==> config.mk <==
export PLATFORM = sky130hd
export DESIGN_NAME = matrix_op_sequencer_flat
export DESIGN_NICKNAME = d
export VERILOG_FILES = /design/src/rtl/matrix_op_sequencer_pkg.sv /design/src/rtl/matrix_op_sequencer_if.sv /design/src/rtl/matrix_op_sequencer_decode.sv /design/src/rtl/matrix_op_sequencer.sv /design/src/flat_wrapper.sv
export SDC_FILE = /design/constraint.sdc
export NUM_CORES = 1
export LEC_CHECK = 0
export ABC_AREA = 1
export CAP_MARGIN = 20
export CORE_MARGIN = 2
export CORE_UTILIZATION = 40
export DETAILED_ROUTE_END_ITERATION = 6
export PLACE_DENSITY = 0.71
export SKIP_LAST_GASP = 1
export SYNTH_ARGS = -nofsm -noshare
export SYNTH_HDL_FRONTEND = slang
export SYNTH_HIERARCHICAL = 1
export SYNTH_SLANG_ARGS = --single-unit
==> constraint.sdc <==
create_clock -name CLK -period 1.8 [get_ports CLK]
set_input_delay 0.36 -clock CLK [delete_from_list [all_inputs] [get_ports CLK]]
set_output_delay 0.36 -clock CLK [all_outputs]
set_load 0.02 [all_outputs]
==> src/rtl/matrix_op_sequencer_pkg.sv <==
// Shared types and field layout for the matrix instruction sequencer.
// The instruction is {opcode[31:29], dst, src1, src2/constant}, packed from the top down.
package matrix_op_sequencer_pkg;

    localparam int INDEX_BIT_DEF = 3;
    localparam int OPC_LSB       = 29;
    localparam int FIELD_MSB     = 28;
    localparam int FIELD_W       = 29;

    typedef enum logic [2:0] {
        OP_NOP  = 3'd0,
        OP_MOV  = 3'd1,
        OP_ADD  = 3'd2,
        OP_SUB  = 3'd3,
        OP_MUL  = 3'd4,
        OP_ADDI = 3'd5,
        OP_MULI = 3'd6,
        OP_HALT = 3'd7
    } opcode_e;

    typedef enum logic [2:0] {
        S_IDLE,
        S_ISSUE,
        S_WAIT,
        S_WRITE,
        S_HALTED,
        S_ERROR
    } state_e;

    // The immediate field takes whatever the opcode and two indices leave over.
    function automatic int const_width(input int index_bit);
        return FIELD_W - 2 * index_bit;
    endfunction

endpackage

==> src/rtl/matrix_op_sequencer_if.sv <==
// Instruction handshake, register-file index bus and ALU control for the sequencer.
// master is the sequencer's view; slave is the instruction source / datapath side.
interface matrix_op_sequencer_if
    import matrix_op_sequencer_pkg::*;
#(
    parameter int INDEX_BIT = INDEX_BIT_DEF
) ();

    localparam int CONST_W = const_width(INDEX_BIT);

    logic                 instr_valid;
    logic                 instr_ready;
    logic [31:0]          instr;
    logic [INDEX_BIT-1:0] mem_read1;
    logic [INDEX_BIT-1:0] mem_read2;
    logic [INDEX_BIT-1:0] mem_write;
    logic                 mem_write_enable;
    logic                 mem_generate_enable;
    logic [CONST_W-1:0]   mem_constant;
    logic                 alu_start;
    logic [2:0]           alu_op;
    logic                 alu_done;

    modport master (
        input  instr_valid, instr, alu_done,
        output instr_ready, mem_read1, mem_read2, mem_write, mem_write_enable,
               mem_generate_enable, mem_constant, alu_start, alu_op
    );

    modport slave (
        output instr_valid, instr, alu_done,
        input  instr_ready, mem_read1, mem_read2, mem_write, mem_write_enable,
               mem_generate_enable, mem_constant, alu_start, alu_op
    );

endinterface

==> src/rtl/matrix_op_sequencer_decode.sv <==
// Combinational field split of a matrix instruction plus its class flags.
module matrix_op_sequencer_decode
    import matrix_op_sequencer_pkg::*;
#(
    parameter  int INDEX_BIT = INDEX_BIT_DEF,
    localparam int CONST_W   = const_width(INDEX_BIT)
) (
    input  logic [31:0]          i_instr,
    output opcode_e              o_opcode,
    output logic [INDEX_BIT-1:0] o_dst,
    output logic [INDEX_BIT-1:0] o_src1,
    output logic [INDEX_BIT-1:0] o_src2,
    output logic [CONST_W-1:0]   o_imm,
    output logic                 o_is_imm,
    output logic                 o_is_nop,
    output logic                 o_is_halt
);

    assign o_opcode  = opcode_e'(i_instr[31:OPC_LSB]);
    assign o_dst     = i_instr[FIELD_MSB -: INDEX_BIT];
    assign o_src1    = i_instr[FIELD_MSB-INDEX_BIT -: INDEX_BIT];
    assign o_imm     = i_instr[CONST_W-1:0];
    // Register and immediate forms share the low bits as the port-2 index.
    assign o_src2    = o_imm[INDEX_BIT-1:0];

    assign o_is_imm  = (o_opcode == OP_ADDI) || (o_opcode == OP_MULI);
    assign o_is_nop  = (o_opcode == OP_NOP);
    assign o_is_halt = (o_opcode == OP_HALT);

endmodule

==> src/rtl/matrix_op_sequencer.sv <==
// Single-issue sequencer: accepts one matrix instruction, starts the ALU, waits for done
// with a timeout, commits with a one-cycle write strobe and tracks halt/error/retire status.
module matrix_op_sequencer
    import matrix_op_sequencer_pkg::*;
#(
    parameter int INDEX_BIT = INDEX_BIT_DEF,
    parameter int TIMEOUT   = 256,
    parameter int CNT_W     = 16
) (
    input  logic                 CLK,
    input  logic                 RST,
    matrix_op_sequencer_if.master bus,
    output logic                 busy,
    output logic                 halted,
    output logic                 error,
    output logic [CNT_W-1:0]     retire_count
);

    localparam int CONST_W = const_width(INDEX_BIT);
    localparam int TMR_W   = (TIMEOUT > 2) ? $clog2(TIMEOUT) : 1;

    opcode_e              w_opcode;
    logic [INDEX_BIT-1:0] w_dst, w_src1, w_src2;
    logic [CONST_W-1:0]   w_imm;
    logic                 w_is_imm, w_is_nop, w_is_halt;
    logic                 w_accept, w_retire_now, w_in_flight;

    state_e               r_state, w_next;
    logic [TMR_W-1:0]     r_timer;
    logic [CNT_W-1:0]     r_count;
    logic [2:0]           r_op;
    logic [INDEX_BIT-1:0] r_dst, r_src1, r_src2;
    logic [CONST_W-1:0]   r_imm;
    logic                 r_gen;

    matrix_op_sequencer_decode #(.INDEX_BIT(INDEX_BIT)) u_decode (
        .i_instr   (bus.instr),
        .o_opcode  (w_opcode),
        .o_dst     (w_dst),
        .o_src1    (w_src1),
        .o_src2    (w_src2),
        .o_imm     (w_imm),
        .o_is_imm  (w_is_imm),
        .o_is_nop  (w_is_nop),
        .o_is_halt (w_is_halt)
    );

    assign w_accept     = bus.instr_valid && (r_state == S_IDLE);
    assign w_retire_now = (w_accept && (w_is_nop || w_is_halt)) || (r_state == S_WRITE);
    assign w_in_flight  = (r_state == S_ISSUE) || (r_state == S_WAIT) || (r_state == S_WRITE);

    // NOTE: every output of a combinational block gets a default first so no latch is inferred.
    always_comb begin
        w_next = r_state;
        case (r_state)
            S_IDLE: begin
                if (w_accept) begin
                    if (w_is_halt)     w_next = S_HALTED;
                    else if (!w_is_nop) w_next = S_ISSUE;
                end
            end
            S_ISSUE: w_next = S_WAIT;
            S_WAIT: begin
                if (bus.alu_done)                              w_next = S_WRITE;
                else if (r_timer == TMR_W'(TIMEOUT - 1))       w_next = S_ERROR;
            end
            S_WRITE:  w_next = S_IDLE;
            S_HALTED: w_next = S_HALTED;
            S_ERROR:  w_next = S_ERROR;
            default:  w_next = S_IDLE;
        endcase
    end

    // NOTE: sequential state uses non-blocking assignments so every flop samples pre-edge values.
    always_ff @(posedge CLK or posedge RST) begin
        if (RST) r_state <= S_IDLE;
        else     r_state <= w_next;
    end

    always_ff @(posedge CLK or posedge RST) begin
        if (RST) begin
            r_timer <= '0;
            r_count <= '0;
        end else begin
            if (r_state == S_ISSUE)     r_timer <= '0;
            else if (r_state == S_WAIT) r_timer <= r_timer + 1'b1;
            if (w_retire_now)           r_count <= r_count + 1'b1;
        end
    end

    // NOTE: the instruction latch is reset too, so indices and constant read 0 after reset.
    always_ff @(posedge CLK or posedge RST) begin
        if (RST) begin
            r_op   <= '0;
            r_dst  <= '0;
            r_src1 <= '0;
            r_src2 <= '0;
            r_imm  <= '0;
            r_gen  <= 1'b0;
        end else if (w_accept) begin
            r_op <= w_opcode;
            // NOP/HALT leave the datapath fields alone so the index bus holds its last value.
            if (!w_is_nop && !w_is_halt) begin
                r_dst  <= w_dst;
                r_src1 <= w_src1;
                r_src2 <= w_src2;
                r_imm  <= w_imm;
                r_gen  <= w_is_imm;
            end
        end
    end

    assign bus.instr_ready         = (r_state == S_IDLE) && !RST;
    assign bus.mem_read1           = r_src1;
    assign bus.mem_read2           = r_src2;
    assign bus.mem_write           = r_dst;
    assign bus.mem_constant        = r_imm;
    assign bus.mem_generate_enable = r_gen && w_in_flight;
    assign bus.mem_write_enable    = (r_state == S_WRITE);
    assign bus.alu_start           = (r_state == S_ISSUE);
    assign bus.alu_op              = r_op;

    assign busy         = (r_state != S_IDLE) && (r_state != S_HALTED);
    assign halted       = (r_state == S_HALTED);
    assign error        = (r_state == S_ERROR);
    assign retire_count = r_count;

endmodule

==> src/flat_wrapper.sv <==
// flat-port wrapper written by rule: the top's interface ports become plain ports
module matrix_op_sequencer_flat import matrix_op_sequencer_pkg::*;
#(
    parameter int INDEX_BIT = INDEX_BIT_DEF,
    parameter int TIMEOUT   = 256,
    parameter int CNT_W     = 16
)
  (CLK, RST, busy, halted, error, retire_count, bus_instr_valid, bus_instr, bus_alu_done, bus_instr_ready, bus_mem_read1, bus_mem_read2, bus_mem_write, bus_mem_write_enable, bus_mem_generate_enable, bus_mem_constant, bus_alu_start, bus_alu_op);
  matrix_op_sequencer_if #(.INDEX_BIT(INDEX_BIT)) bus_i ();
  input  logic CLK;
  input  logic RST;
  output logic busy;
  output logic halted;
  output logic error;
  output logic [CNT_W-1:0] retire_count;
  input wire logic [$bits(bus_i.instr_valid)-1:0] bus_instr_valid;
  input wire logic [$bits(bus_i.instr)-1:0] bus_instr;
  input wire logic [$bits(bus_i.alu_done)-1:0] bus_alu_done;
  output wire logic [$bits(bus_i.instr_ready)-1:0] bus_instr_ready;
  output wire logic [$bits(bus_i.mem_read1)-1:0] bus_mem_read1;
  output wire logic [$bits(bus_i.mem_read2)-1:0] bus_mem_read2;
  output wire logic [$bits(bus_i.mem_write)-1:0] bus_mem_write;
  output wire logic [$bits(bus_i.mem_write_enable)-1:0] bus_mem_write_enable;
  output wire logic [$bits(bus_i.mem_generate_enable)-1:0] bus_mem_generate_enable;
  output wire logic [$bits(bus_i.mem_constant)-1:0] bus_mem_constant;
  output wire logic [$bits(bus_i.alu_start)-1:0] bus_alu_start;
  output wire logic [$bits(bus_i.alu_op)-1:0] bus_alu_op;
  assign bus_i.instr_valid = bus_instr_valid;
  assign bus_i.instr = bus_instr;
  assign bus_i.alu_done = bus_alu_done;
  assign bus_instr_ready = bus_i.instr_ready;
  assign bus_mem_read1 = bus_i.mem_read1;
  assign bus_mem_read2 = bus_i.mem_read2;
  assign bus_mem_write = bus_i.mem_write;
  assign bus_mem_write_enable = bus_i.mem_write_enable;
  assign bus_mem_generate_enable = bus_i.mem_generate_enable;
  assign bus_mem_constant = bus_i.mem_constant;
  assign bus_alu_start = bus_i.alu_start;
  assign bus_alu_op = bus_i.alu_op;
  matrix_op_sequencer #(.INDEX_BIT(INDEX_BIT), .TIMEOUT(TIMEOUT), .CNT_W(CNT_W)) u_core (.CLK(CLK), .RST(RST), .bus(bus_i), .busy(busy), .halted(halted), .error(error), .retire_count(retire_count));
endmodule
# After elaboration in Yosys (flattened, before gate mapping)
# Index checks and enable logic that the tools add are counted.
# W data, S select, Z words.
[classes] bitwise=0 addsub=2 n_reduce_logical=20 multipliers=0 shifts=0 div=0 mux=8 n_eq_ne=13 n_lt_le_gt_ge=0
[op_table] operator="$add A16 B1 Y16 const B" count=1
[op_table] operator="$mux W8" count=2
[op_table] operator="$eq A3 B3 Y1 const B" count=5
[op_table] operator="$mux W3" count=5
[op_table] operator="$pmux W3 S5" count=1
[op_table] operator="$add A8 B1 Y8 const B" count=1
[op_table] operator="$eq A8 B8 Y1 const B" count=1
[op_table] operator="$eq A3 B2 Y1 const B" count=2
[op_table] operator="$logic_and A1 B1 Y1" count=6
[op_table] operator="$logic_not A3 Y1" count=2
[op_table] operator="$ne A3 B3 Y1 const B" count=2
[op_table] operator="$logic_or A1 B1 Y1" count=5
[op_table] operator="$eq A3 B1 Y1 const B" count=1
[op_table] operator="$logic_not A1 Y1" count=3
[op_table] operator="$ne A3 B2 Y1 const B" count=1
[op_table] operator="$reduce_and A3 Y1" count=1
[op_table] operator="$reduce_bool A3 Y1" count=1
[op_table] operator="$ne A2 B1 Y1 const B" count=1
[op_table] operator="$reduce_and A2 Y1" count=1
[op_table] operator="$reduce_bool A2 Y1" count=1
[totals] latch_bits=0 mem_bits_rw=0 word_cells=52 output_inout_bits=58 ff_bits=63 mem_bits_ro=0 mem_count=0

# Depth between registers and ports, before layout
# Gate-level depths: netlist (run 1).
[depth] word_depth=5 mapped_depth=11 ltp_nobuf=10

# By module
# Netlist (run 1), hierarchy kept.
[modules_own_cells] mod="matrix_op_sequencer" area_each_um2=3044.2 seq_area_each_um2=1576.5 cells_each=385 n_inst=1
[modules_own_cells] mod="matrix_op_sequencer_decode" area_each_um2=292.8 seq_area_each_um2=0.0 cells_each=42 n_inst=1

# Worst setup path after synthesis (run 1)
# Ideal clock, no wire load.
[synth_timing] path_type="flip-flop to flip-flop" startpoint="reg u_core.r_count[0] (netlist: u_core/retire_count[0])" endpoint="reg u_core.r_count[14] (netlist: u_core/retire_count[14])" stages_incl_launch_ff=9 setup_time_ns=0.117 arrival_ns=1.342 t_required_ns=1.683 slack_ns=0.341 path_cell_list="dfrtp_1 > ha_1 > nand3_1 > nor2_1 > nand3_1 > nand2_1 > nand2_1 > nand2_1 > nand2_1"
[synth_between] elab_chain_len=1
[synth_rtl] item="start: declaration" line_no="matrix_op_sequencer.sv:30" rtl="logic [CNT_W-1:0] r_count;"
[synth_rtl] item="start signal: assignment" line_no="matrix_op_sequencer.sv:87" rtl="if (w_retire_now) r_count <= r_count + 1'b1;"
[synth_rtl] item="$add A16 B1 Y16" line_no="matrix_op_sequencer.sv:87"
# Every way passes these cells.
# A chain may end at the register's enable or synchronous reset.

# Worst setup path in the final report (run 1)
[layout_timing] startpoint="reg u_core.r_state[1]" endpoint="out bus_alu_start"
[layout_between] elab_chain_len=1
[layout_rtl] item="start: declaration" line_no="matrix_op_sequencer.sv:28" rtl="state_e r_state, w_next;"
[layout_rtl] item="start signal: assignment" line_no="matrix_op_sequencer.sv:77" rtl="else r_state <= w_next;"
[layout_rtl] item="$eq A3 B1 Y1" line_no="matrix_op_sequencer.sv:120" rtl="assign bus.alu_start = (r_state == S_ISSUE);"
[layout_rtl] item="end: declaration" line_no="flat_wrapper.sv:26" rtl="output wire logic [$bits(bus_i.alu_start)-1:0] bus_alu_start;"
# Every way passes these cells.

==> results of run 1 <==
## layout by cell type, fill, tap and decap left out, types with 2 or more instances in the layout
| cell | synthesis | layout |
|---|---|---|
| dfrtp_1 | 63 | 62 |
| inv_1 | 32 | 31 |
| clkinvlp_4 | 0 | 2 |
| o21ai_0 | 44 | 44 |
| nand4_1 | 7 | 7 |
| o22ai_1 | 3 | 3 |
| a21oi_1 | 2 | 2 |
| xor2_1 | 3 | 3 |
| clkbuf_2 | 2 | 2 |
| buf_2 | 2 | 2 |
| o21ai_1 | 2 | 2 |
| dlymetal6s2s_1 | 0 | 8 |
| nor3_1 | 2 | 2 |
| inv_2 | 2 | 2 |
| nand2_1 | 156 | 156 |
| nand2_2 | 2 | 2 |
| xnor2_1 | 2 | 2 |
| buf_12 | 0 | 2 |
| nor2_1 | 26 | 26 |
| buf_4 | 37 | 14 |
| ha_1 | 2 | 2 |
| nand3_1 | 20 | 20 |
| clkbuf_8 | 0 | 12 |
| clkdlybuf4s50_1 | 0 | 72 |
| dlygate4sd2_1 | 0 | 7 |
| nor2_4 | 2 | 2 |
| clkinv_2 | 0 | 2 |
## worst max-delay path: cells and delay by family, from the launching register on
kind	cells	cell delay [ns]
and+or+nand+nor	2	0.24
buffers and inverters	2	0.42
DFF	1	0.45
## cell usage after synthesis, types with 3 or more instances
| master | number | area, um2 |
|---|---|---|
| buf_4 | 37 | 278 |
| buf_6 | 3 | 33.8 |
| clkbuf_1 | 3 | 11.3 |
| dfrtp_1 | 63 | 1580 |
| inv_1 | 32 | 120 |
| nand2_1 | 156 | 586 |
| nand3_1 | 20 | 100 |
| nand4_1 | 7 | 43.8 |
| nor2_1 | 26 | 97.6 |
| o21ai_0 | 44 | 220 |
| o22ai_1 | 3 | 18.8 |
| xor2_1 | 3 | 26.3 |
## power groups by stage
stage | registers, uW | logic [uW] | clock network, uW
after floorplan | 2760 | 1280 | 0
after global placement | 2270 | 3120 | 0
after detailed placement | 2290 | 3180 | 0
after CTS | 2270 | 3140 | 1170
after global routing | 2340 | 3400 | 1250
final | 2270 | 3100 | 1130
## worst min path at each step
stage                               from              endpoint  slack, ns  cells past startpoint
floorplan              u_core/r_timer[0]     u_core/r_timer[0]       0.47                      1
global placement    u_core/bus.alu_op[2]  u_core/bus.alu_op[2]       0.46                      2
detailed placement  u_core/bus.alu_op[1]  u_core/bus.alu_op[1]       0.46                      2
CTS                 u_core/bus.alu_op[1]  u_core/bus.alu_op[1]       0.47                      2
global route           u_core/r_timer[0]     u_core/r_timer[0]       0.52                      1
finish              u_core/bus.alu_op[1]  u_core/bus.alu_op[1]       0.47                      2
## cell families (layout without fill, tap and decap cells)
logic type | Yosys count | count (layout) | share of synthesized area, %
simple gates | 220 | 220 | 27.8
buf+inv | 82 | 159 | 14.2
flops | 63 | 63 | 47.2
compound gates | 55 | 55 | 8.70
xor+xnor | 5 | 5 | 1.31
fa+ha+maj | 2 | 2 | 0.750
## per-stage QoR
stage	instances	area, um2	power, uW	hold slack (ns)	setup TNS, ns
after global placement	594	4210	5380	0.459	-3.71
final	609	4380	6500	0.466	-0.00400
after floorplan	427	3340	4050	0.470	0
after detailed placement	594	4210	5470	0.458	-5.56
after CTS	609	4380	6590	0.474	-0.0482
after global routing	609	4380	6990	0.517	-0.0994
## state kept, by name, indices dropped and copies added, names as in the netlist
register / count
u_core/bus.alu_op: 3
u_core/bus.mem_constant: 23
u_core/retire_count: 16
u_core/bus.mem_read1: 3
u_core/bus.mem_read2: 3
u_core/bus.mem_write: 3
u_core/r_gen: 1
u_core/r_timer: 8
u_core/r_state: 3
## layer usage
| metal | share of wire (%) | GRT usage (%) |
|---|---|---|
| met5 | 0 | 0 |
| met4 | 1.7 | 9.54 |
| met3 | 4.6 | 4.19 |
| met2 | 49 | 29.4 |
| met1 | 45 | 23.6 |
## cell type report
type,count,area [um2]
fillers,767,3750
clock buffers,12,165
inverters,35,135
flip-flops and latches,63,1580
multi-input cells,282,1290
clock inverters,3,17.5
well taps,105,131
repair buffers,109,1070
## timing repair
action | 4_1_cts | 5_1_grt
endpoints found under the setup margin | 13 | 14
endpoints found under the hold margin | 0 | 0
gates resized for setup | 20 | 16
==> impl_metrics.json, run 1 <==
{
  "status": "finished with violations",
  "violations": "negative setup slack",
  "endpoint_kind": "output port",
  "hold_class": "flop to flop",
  "sequentialPowerShare_pct": 34.9,
  "arrival_ns": 1.44,
  "final_util_pct": 53.9,
  "critPathMaxStageDelay_ns": 0.45,
  "tightest_slew_ns": 0.430,
  "max_freq_ghz": 0.554,
  "path_class": "flop to output port",
  "ys_async_sr_fraction_pct": 100,
  "slew_violations": 0,
  "fp.dieW_um": 95.3,
  "gp_congestion": 0.824,
  "synth_cell_types": 32,
  "maxCapViolCount": 0,
  "leakage_uw": 0.00222,
  "drc_errors": 0,
  "path_clk_slew_ns": 0.06,
  "dr_total_vias": 2931,
  "num_io_pins": 94,
  "grt_overflow": 0,
  "viasPerCell": 4.81,
  "setup_viol": 1,
  "antenna_found_initial": 0,
  "htreeDepth": 3,
  "yosysWarnings": 6,
  "wire_per_inst_um": 13.1,
  "dr.pass1.iters": 5,
  "ir_drop_uv": 686,
  "area_growth_pct": 31.3,
  "cts-root-buf": "clkbuf_8",
  "cts_inserted_buffers": 9,
  "power_switching_share_pct": 40.9,
  "clockPowerShare_pct": 17.5,
  "syn_area_per_cell_um2": 7.81,
  "cp-start-kind": "flop",
  "worstRegToRegCells": 7,
  "switching_power_uw": 2660,
  "dp_worst_setup_slack_ns": -0.214,
  "antenna_cells": 0,
  "finalHoldViolCount": 0,
  "reg2reg_from": "u_core/r_state[1]",
  "crit_path_start": "u_core/r_state[1]",
  "drt_iter0_markers": 141,
  "power_density_nw_per_um2": 1480,
  "gr-usage-all-layers_pct": 18.5,
  "coreArea_um2": 8130,
  "cts_setup_buffers": 0,
  "path_cells": "inv_1 -> nand2_1 -> nor2_1 -> clkdlybuf4s15_1",
  "combPwrFrac_pct": 47.7,
  "io_buffers": 93,
  "grt_pass1_wl_um": 13000,
  "grt_max_degree": 64,
  "rows": 33,
  "cts_tree": "yes",
  "drtAntennaViolNets": 0,
  "postCtsHoldBufs": 0,
  "critPathRequiredTime_ns": 1.44,
  "slew_headroom_pct": 71.3,
  "crit_end": "bus_alu_start",
  "fin_crit_ns": 1.80,
  "clkSinkCount": 63,
  "synth_cells": 427,
  "ys_seq_area_share_pct": 47.2,
  "ys.flop_type": "dfrtp_1",
  "grt_pass1_vias": 2793,
  "period_share_pct": 100,
  "synth_edf_count": 0,
  "syn_area_um2": 3340,
  "ys_ff_latch": 63,
  "grt_setup_unrepaired": "true",
  "drt-total-wl_um": 7960,
  "dieArea_um2": 9090,
  "syn-num-nets": 465,
  "setup_ws_ns": -0.00400,
  "cp_max_fo": 5,
  "drive_gt1_share_pct": 9.72,
  "initial_core_util_pct": 41.0,
  "hpwl_um": 5580,
  "nNetsFinal": 538,
  "r2r_setup_slack_ns": 0.23,
  "clock_latency_ns": 0.34,
  "cp_slowest_cell": "dfrtp_2",
  "cts_buffer_depth": 2,
  "die-height_um": 95.3,
  "clock_skew_ns": 0.00895,
  "worstReg2RegEnd": "u_core/bus.mem_constant[14]",
  "internal_power_uw": 3840
}
Power figures use the tool's default switching activity.
==> run 2, diff against run 1 <==
- CORE_UTILIZATION: 40 -> 35
- PLACE_DENSITY: 0.71 -> 0.64
- SETUP_SLACK_MARGIN: unset -> 0.15
==> impl_metrics.json, run 2 (synthesized netlist as in run 1, its figures left out) <==
{
  "r2r_setup_slack_ns": 0.32,
  "power_density_nw_per_um2": 1470,
  "antenna_cells": 0,
  "drive_gt1_share_pct": 14.1,
  "initial_core_util_pct": 36.1,
  "grt_max_degree": 37,
  "area_growth_pct": 36.5,
  "status": "completed",
  "tightest_slew_ns": 0.386,
  "reg2reg_from": "u_core/r_state[0]",
  "leakage_uw": 0.00230,
  "final_cell_mix": "153 x nand2_1, 63 x dfrtp_1, 50 x dlygate4sd2_1",
  "cts_inserted_buffers": 9,
  "gp_congestion": 0.827,
  "final-seq-area_um2": 1580,
  "io_buffers": 93,
  "gr-usage-all-layers_pct": 15.7,
  "grt_pass1_vias": 2735,
  "drc_errors": 0,
  "clkSinkCount": 63,
  "slew_violations": 0,
  "setup_viol": 0,
  "cts_buffer_depth": 2,
  "rows": 35,
  "clock_latency_ns": 0.33,
  "path_clk_slew_ns": 0.07,
  "max_freq_ghz": 0.615,
  "nNetsFinal": 546,
  "design_area_um2": 4550,
  "fp.dieW_um": 102,
  "fin_crit_ns": 1.63,
  "setup_tns_ns": 0,
  "path_class": "flop to output port",
  "clock_skew_ns": 0.0111,
  "finalHoldViolCount": 0,
  "cts-root-buf": "clkbuf_8",
  "coreArea_um2": 9240,
  "grt_setup_unrepaired": "true",
  "setup_ws_ns": 0.175,
  "endpoint_kind": "output port",
  "fillers": 927,
  "hold_class": "input pin to async pin",
  "cp_max_fo": 2,
  "period_share_pct": 90.3,
  "die-height_um": 102,
  "grt_overflow": 0,
  "antenna_found_initial": 0,
  "hpwl_um": 5830,
  "drt-total-wl_um": 8010,
  "ir_drop_uv": 759,
  "cts_tree": "yes",
  "maxCapViolCount": 0,
  "multiInputGateArea_um2": 1350,
  "htreeDepth": 3,
  "slew_headroom_pct": 74.2,
  "drtAntennaViolNets": 0,
  "drt_iter0_markers": 70,
  "dieArea_um2": 10300,
  "largest_reg_flops": 23,
  "final_common_cell": "nand2_1",
  "wire_per_inst_um": 12.5,
  "dr.pass1.iters": 5,
  "grt_pass1_wl_um": 12700,
  "dr_total_vias": 2918,
  "crit_path_start": "u_core/r_state[1]",
  "critPathRequiredTime_ns": 1.44,
  "num_io_pins": 94,
  "placed_area_um2": 4280,
  "dp_worst_setup_slack_ns": -0.101,
  "cp-start-kind": "flop",
  "arrival_ns": 1.27,
  "viasPerCell": 4.55
}
==> run 2: what timing repair did <==
item	CTS	global route
pin swaps	0	5
resized for setup	76	40
buffers inserted	2	2
endpoints found under the setup margin	57	23
hold buffers	0	0
gates cloned	0	1
hold endpoints to repair	0	0
==> run 2: final cells by class <==
cell class	count	area share [%]
Inverter	35	3.30
Timing Repair Buffer	116	24.2
Tap cell	129	3.54
Clock buffer	11	3.10
Sequential cell	63	34.6
Multi-Input combinational cell	282	29.6
Clock inverter	4	1.54
Timing Repair inverter	1	0.165
==> run 2: power breakdown <==
group / total, uW / internal, uW / leakage (uW) / switching, uW
logic: 3120 / 1210 / 0.00139 / 1910
registers: 2240 / 1920 / 0.000808 / 319
clock network: 1330 / 806 / 0.000109 / 527
==> run 2: per-stage QoR <==
step / hold slack (ns) / instances / power (uW) / utilization [%]
global placement: 0.456 / 621 / 5430 / 46.4
detailed placement: 0.460 / 621 / 5510 / 46.4
floorplan: 0.470 / 427 / 4050 / -
CTS: 0.400 / 638 / 6560 / 47.9
finish: 0.438 / 641 / 6690 / 49.3
global route: 0.454 / 641 / 7180 / 49.3
==> run 2: final timing paths <==
check / to / cells after the start
max in group asynchronous: u_core/bus.mem_constant[8] / 4
setup reg to reg: u_core/r_timer[7] / 8
hold reg to reg: u_core/bus.alu_op[2] / 2
hold / removal: u_core/r_timer[2] / 3
min in group CLK: u_core/bus.alu_op[2] / 2
setup / recovery: bus_alu_start / 5
==> run 2: routing by layer <==
layer | vias up | GRT usage [%] | wire [um]
li1 | 1482 | - | -
met1 | 1365 | 19.5 | 3550
met2 | 61 | 26.8 | 4150
met3 | 10 | 2.97 | 234
met4 | 0 | 6.13 | 70
met5 | - | 0 | 0
==> run 2: critical path, cell delays in order (launching register included) <==
cell,delay [ns]
dfrtp_1,0.42
buf_6,0.14
inv_4,0.05
nand2_4,0.06
nor2_4,0.13
buf_6,0.13
==> patch 1, RTL diff (settings of run 1) <==
Register the output `retire_count` once more, without a reset; this adds one clock of latency there. The other outputs are not delayed to match.
--- a/src/rtl/matrix_op_sequencer.sv
+++ b/src/rtl/matrix_op_sequencer.sv
@@ -123,7 +123,9 @@
     assign busy         = (r_state != S_IDLE) && (r_state != S_HALTED);
     assign halted       = (r_state == S_HALTED);
     assign error        = (r_state == S_ERROR);
-    assign retire_count = r_count;
+    always_ff @(posedge CLK) begin
+        retire_count <= r_count;
+    end
 
 endmodule
 
Behaviour: not the same (Yosys sat finds a counterexample within 4 cycles, from zero or initial values and one cycle with RST high).
==> patch 1 against run 1 <==
  * Clock power increased by 29%
  * Highest routed layer unchanged
  * Largest cell class unchanged
  * Sequential share of layout area is 3.2 points higher
  * Cell area up 10%
  * Clock skew is essentially flat
  * Critical path type unchanged
  * Synthesized area grew 12%
  * Largest power group unchanged
  * Synthesized cell count rose by 3.5%
  * Hold slack got worse by 34 ps
  * Power increased by 17%
  * Maximum frequency rose by 5.3%
  * Utilization fell by 0.99 points
  * Sequential cell count increased by 16
  * Setup slack improved by 90 ps
  * Wire length decreased by 10%
==> patch 1: results (changes against run 1) <==
| Metric | Value |
|---|---|
| DR WL/cell | `11.23 microns (-14%)` |
| Register area share after synthesis | `0.5086 (+0.03611)` |
| GRT Resource Usage Total | `0.1566 (-0.02834)` |
| Share of layout cells above drive strength 1 | `0.1298 (+0.03255)` |
| Non-clk bufs | `111 (+1.8%)` |
| Vias | `2949 (+0.61%)` |
| Max rail drop VDD | `0.9450 mV (+38%)` |
| DP Worst Slack | `-66.31 ps (+148.2 ps)` |
| Post-synth ARST share | `0.7975 (-0.2025)` |
| Placed cells | `617 (+3.9%)` |
| Synth cell types | `28 (-13%)` |
| # clock sinks | `79 (+25%)` |
| Status | `completed` |
| Clkbuf count | `13 (+1)` |
| Sw Pwr | `2.837 mW (+6.7%)` |
| Slew HR | `0.7691 (+0.05656)` |
| Data buffer area share | `0.2241 (-0.01971)` |
| Multi-input combinational area share | `0.2570 (-0.03657)` |
| Dpl hpwl | `5.236 mm (-6.2%)` |
| Multi-In Gates | `253 (-10%)` |
| PostCTS Resize Cnt | `13 (-35%)` |
| Power per cell area | `1566 mW/mm^2 (+5.6%)` |
| Top post-synthesis cells by count | `114 x nand2_1, 63 x dfrtp_1, 63 x inv_1` |
| RePlAce Congestion | `0.8391 (+1.8%)` |
| Fillers | `831 (+8.3%)` |
| Area Overhead vs Synth | `29.76%` |
| Clock-cell share | `0.04628 (+0.004587)` |
| Post-synthesis net count | `480 (+3.2%)` |
| Pre-antenna DRT Iters | `4 (-1)` |
| Inverters | `65 (+86%)` |
| Clock transition at path regs | `80 ps (+20 ps)` |
| Drt via density | `4.644 (-3.5%)` |
| Comb pwr share | `0.438 (-0.039)` |
## patch 1: cell count changes after synthesis, moves of 2 or more
cell / before / now
o21ai_1: 2 / 17
o21ai_0: 44 / 16
nor2_1: 26 / 33
nand2_2: 2 / 8
dfxtp_1: 0 / 16
o21ai_2: 0 / 13
clkbuf_2: 2 / 0
clkbuf_1: 3 / 1
xnor2_1: 2 / 5
nand2_1: 156 / 114
buf_6: 3 / 5
inv_1: 32 / 63
## patch 1: path summary, 6_finish.rpt
path,depth (start not counted),from,slack [ps],to
setup / recovery,3,u_core/r_state[1],90,busy
hold / removal,0,u_core/r_count[15],430,u_core/retire_count[15]
hold reg to reg,0,u_core/r_count[15],430,u_core/retire_count[15]
setup reg to reg,8,u_core/r_state[1],220,u_core/bus.mem_constant[21]
max in group asynchronous,4,RST,970,u_core/r_gen
min in group asynchronous,4,RST,530,u_core/r_state[0]
## patch 1: metal layers
| metal | wire [microns] | global-route usage | vias up |
|---|---|---|---|
| met1 | 3007 | 0.1809 | 1374 |
| met4 | 152 | 0.07271 | 0 |
| met3 | 602 | 0.05895 | 12 |
| li1 | - | - | 1486 |
| met5 | 0 | 0 | - |
| met2 | 3369 | 0.2581 | 77 |
## patch 1: cell families (layout without fill, tap and decap cells)
| kind of cell | Yosys count | count (layout) | synth area share |
|---|---|---|---|
| adders and majority gates | 2 | 2 | 0.006708 |
| xor gates and xnor gates | 9 | 9 | 0.02113 |
| and+or+nand+nor | 190 | 190 | 0.2214 |
| buffers and inverters | 110 | 192 | 0.1580 |
| DFF | 79 | 79 | 0.5086 |
| AOI/OAI and AO/OA | 52 | 52 | 0.08420 |
## patch 1: worst max-delay path, stage by stage, from the launching register on
cell and delay [ps]:
dfrtp_2 460, nor2_4 190, inv_1 80, clkdlybuf4s15_1 290
==> patch 2, RTL diff (settings of run 1) <==
Without the edit above. Set the package constant `INDEX_BIT_DEF` to 6 (it was 3).
--- a/src/rtl/matrix_op_sequencer_pkg.sv
+++ b/src/rtl/matrix_op_sequencer_pkg.sv
@@ -2,7 +2,7 @@
 // The instruction is {opcode[31:29], dst, src1, src2/constant}, packed from the top down.
 package matrix_op_sequencer_pkg;
 
-    localparam int INDEX_BIT_DEF = 3;
+    localparam int INDEX_BIT_DEF = 6;
     localparam int OPC_LSB       = 29;
     localparam int FIELD_MSB     = 28;
     localparam int FIELD_W       = 29;
Interface: changed (resized bus_mem_constant, bus_mem_read1, bus_mem_read2 and bus_mem_write); port bits go from 94 to 97. The function was not compared with the original's and may differ.
==> patch 2 against run 1 <==
  * Synthesized area increased by 5.1%
  * Critical path depth unchanged
  * Count of clock-buffer cells in the layout decreased by 2
  * Sequential cell count increased by 3
  * Setup slack improved by 37 ps
  * Cell area increased by 5.1%
  * Wire length decreased by 1.8%
  * Power increased by 8.7%
  * Critical endpoint unchanged
  * Largest cell class unchanged
==> patch 2: results (changes against run 1) <==
| Metric | Value |
|---|---|
| Status | `completed` |
| GRT Resource Usage Total | `0.1684 (-0.01654)` |
| Setup Skew | `12.11 ps (+3.159 ps)` |
| Post-layout net count | `558 (+3.7%)` |
| Antenna Cells | `0 (unchanged)` |
| Synth cell types | `31 (-3.1%)` |
| Max Fanout on Critical Path | `3 (-2)` |
| DP Worst Slack | `-120.4 ps (+94.12 ps)` |
| CP Capture Point | `bus_alu_start` |
| Post-synthesis net count | `483 (+3.9%)` |
| Syn avg cell area | `7.884 sq um (+0.88%)` |
| Synth warn | `6 (unchanged)` |
| CP endpoint kind | `output pin` |
| Placed Area | `0.004409 sq mm (+4.8%)` |
| Fillers | `839 (+9.4%)` |
| Fin cells | `633 (+3.9%)` |
| Worst Hold Launch | `u_core/bus.mem_constant[8]` |
| Crit path arrival time | `1410 ps (-30 ps)` |
| First-pass GRT wire length | `13.21 mm (+2.0%)` |
| Slowest stage cell, crit path | `dfrtp_1` |
| Largest register FFs | `17 (-26%)` |
| Pre-antenna DRT Iters | `4 (-1)` |
| Fin crit share | `0.9814 (-0.02079)` |
| Max rail drop VDD | `0.8236 mV (+20%)` |
| RePlAce Congestion | `0.8414 (+2.1%)` |
| Worst Hold End | `u_core/bus.mem_constant[8]` |
| Input/output buffers | `96 (+3.2%)` |
| Max Root-Sink Buffers | `2 (unchanged)` |
| Largest net degree at the start of global routing | `67 (+4.7%)` |
| Seq area share | `0.3587 (-0.001385)` |
| Number of global-route vias before repair | `2887 (+3.4%)` |
| Row Count | `34 (+3.0%)` |
| Initial DRC Count | `97 (-31%)` |
| Layout Utilization | `0.5358 (-0.002868)` |
| Top post-synthesis cells by area | `dfrtp_1 47%, nand2_1 17%, buf_4 8.1%` |
| Hold_ws | `479.0 ps (+12.77 ps)` |
| Total Wirelength | `7.809 mm (-1.8%)` |
| Critical Path Source | `u_core/r_state[1]` |
| Register area share after synthesis | `0.4708 (-0.001685)` |
| Sequential cell count | `66 (+4.8%)` |
| Max incr delay on CP | `430 ps (-20 ps)` |
| Dpl hpwl | `5.614 mm (+0.60%)` |
| Worst-margin pin slew | `373.2 ps (-56.44 ps)` |
| Share of layout cells above drive strength 1 | `0.1067 (+0.009444)` |
| Pleak | `2.317 nW (+4.5%)` |
| Non-clk bufs | `115 (+5.5%)` |
| Data buffer area share | `0.2473 (+0.003422)` |
| Multi-In Gates | `293 (+3.9%)` |
| Post-synth EDFFs | `0 (unchanged)` |
| R2R depth | `8 (+1)` |
| Critical R2R Capture | `u_core/bus.mem_constant[5]` |
| Area used by multi-input combinational logic | `0.001339 sq mm (+4.1%)` |
| Placed cells | `616 (+3.7%)` |
| Clkbuf count | `10 (-2)` |
| Clock-cell share | `0.04402 (+0.002331)` |
| Top post-synthesis cells by count | `163 x nand2_1, 66 x dfrtp_1, 38 x buf_4` |
| Worst R2R Start | `u_core/r_state[0]` |
| Drt via density | `4.717 (-2.0%)` |
## patch 2: metal layers
| metal | GRT usage | part of all wire |
|---|---|---|
| met5 | 0 | 0 |
| met4 | 0.05235 | 0.011 |
| met3 | 0.04460 | 0.038 |
| met2 | 0.2960 | 0.50 |
| met1 | 0.2010 | 0.45 |
## patch 2: what timing repair did
item / in CTS / in global routing
endpoints found under the hold margin: 0 / 0
gates cloned: 0 / 0
endpoints found under the setup margin: 12 / 13
buffers inserted: 0 / 1
pin swaps: 0 / 1
gates resized for setup: 17 / 15
## patch 2: cell families after synthesis
logic type / share of synthesized area
simple gates: 0.2732
compound gates: 0.08381
xor+xnor: 0.01748
flops: 0.4708
buf+inv: 0.1476
fa+ha+maj: 0.007132
## patch 2: where the power goes
group	switching, mW	internal (mW)	total [mW]
clock network	0.582	0.680	1.26
logic	1.91	1.49	3.40
registers	0.371	2.03	2.40
total	2.86	4.20	7.06
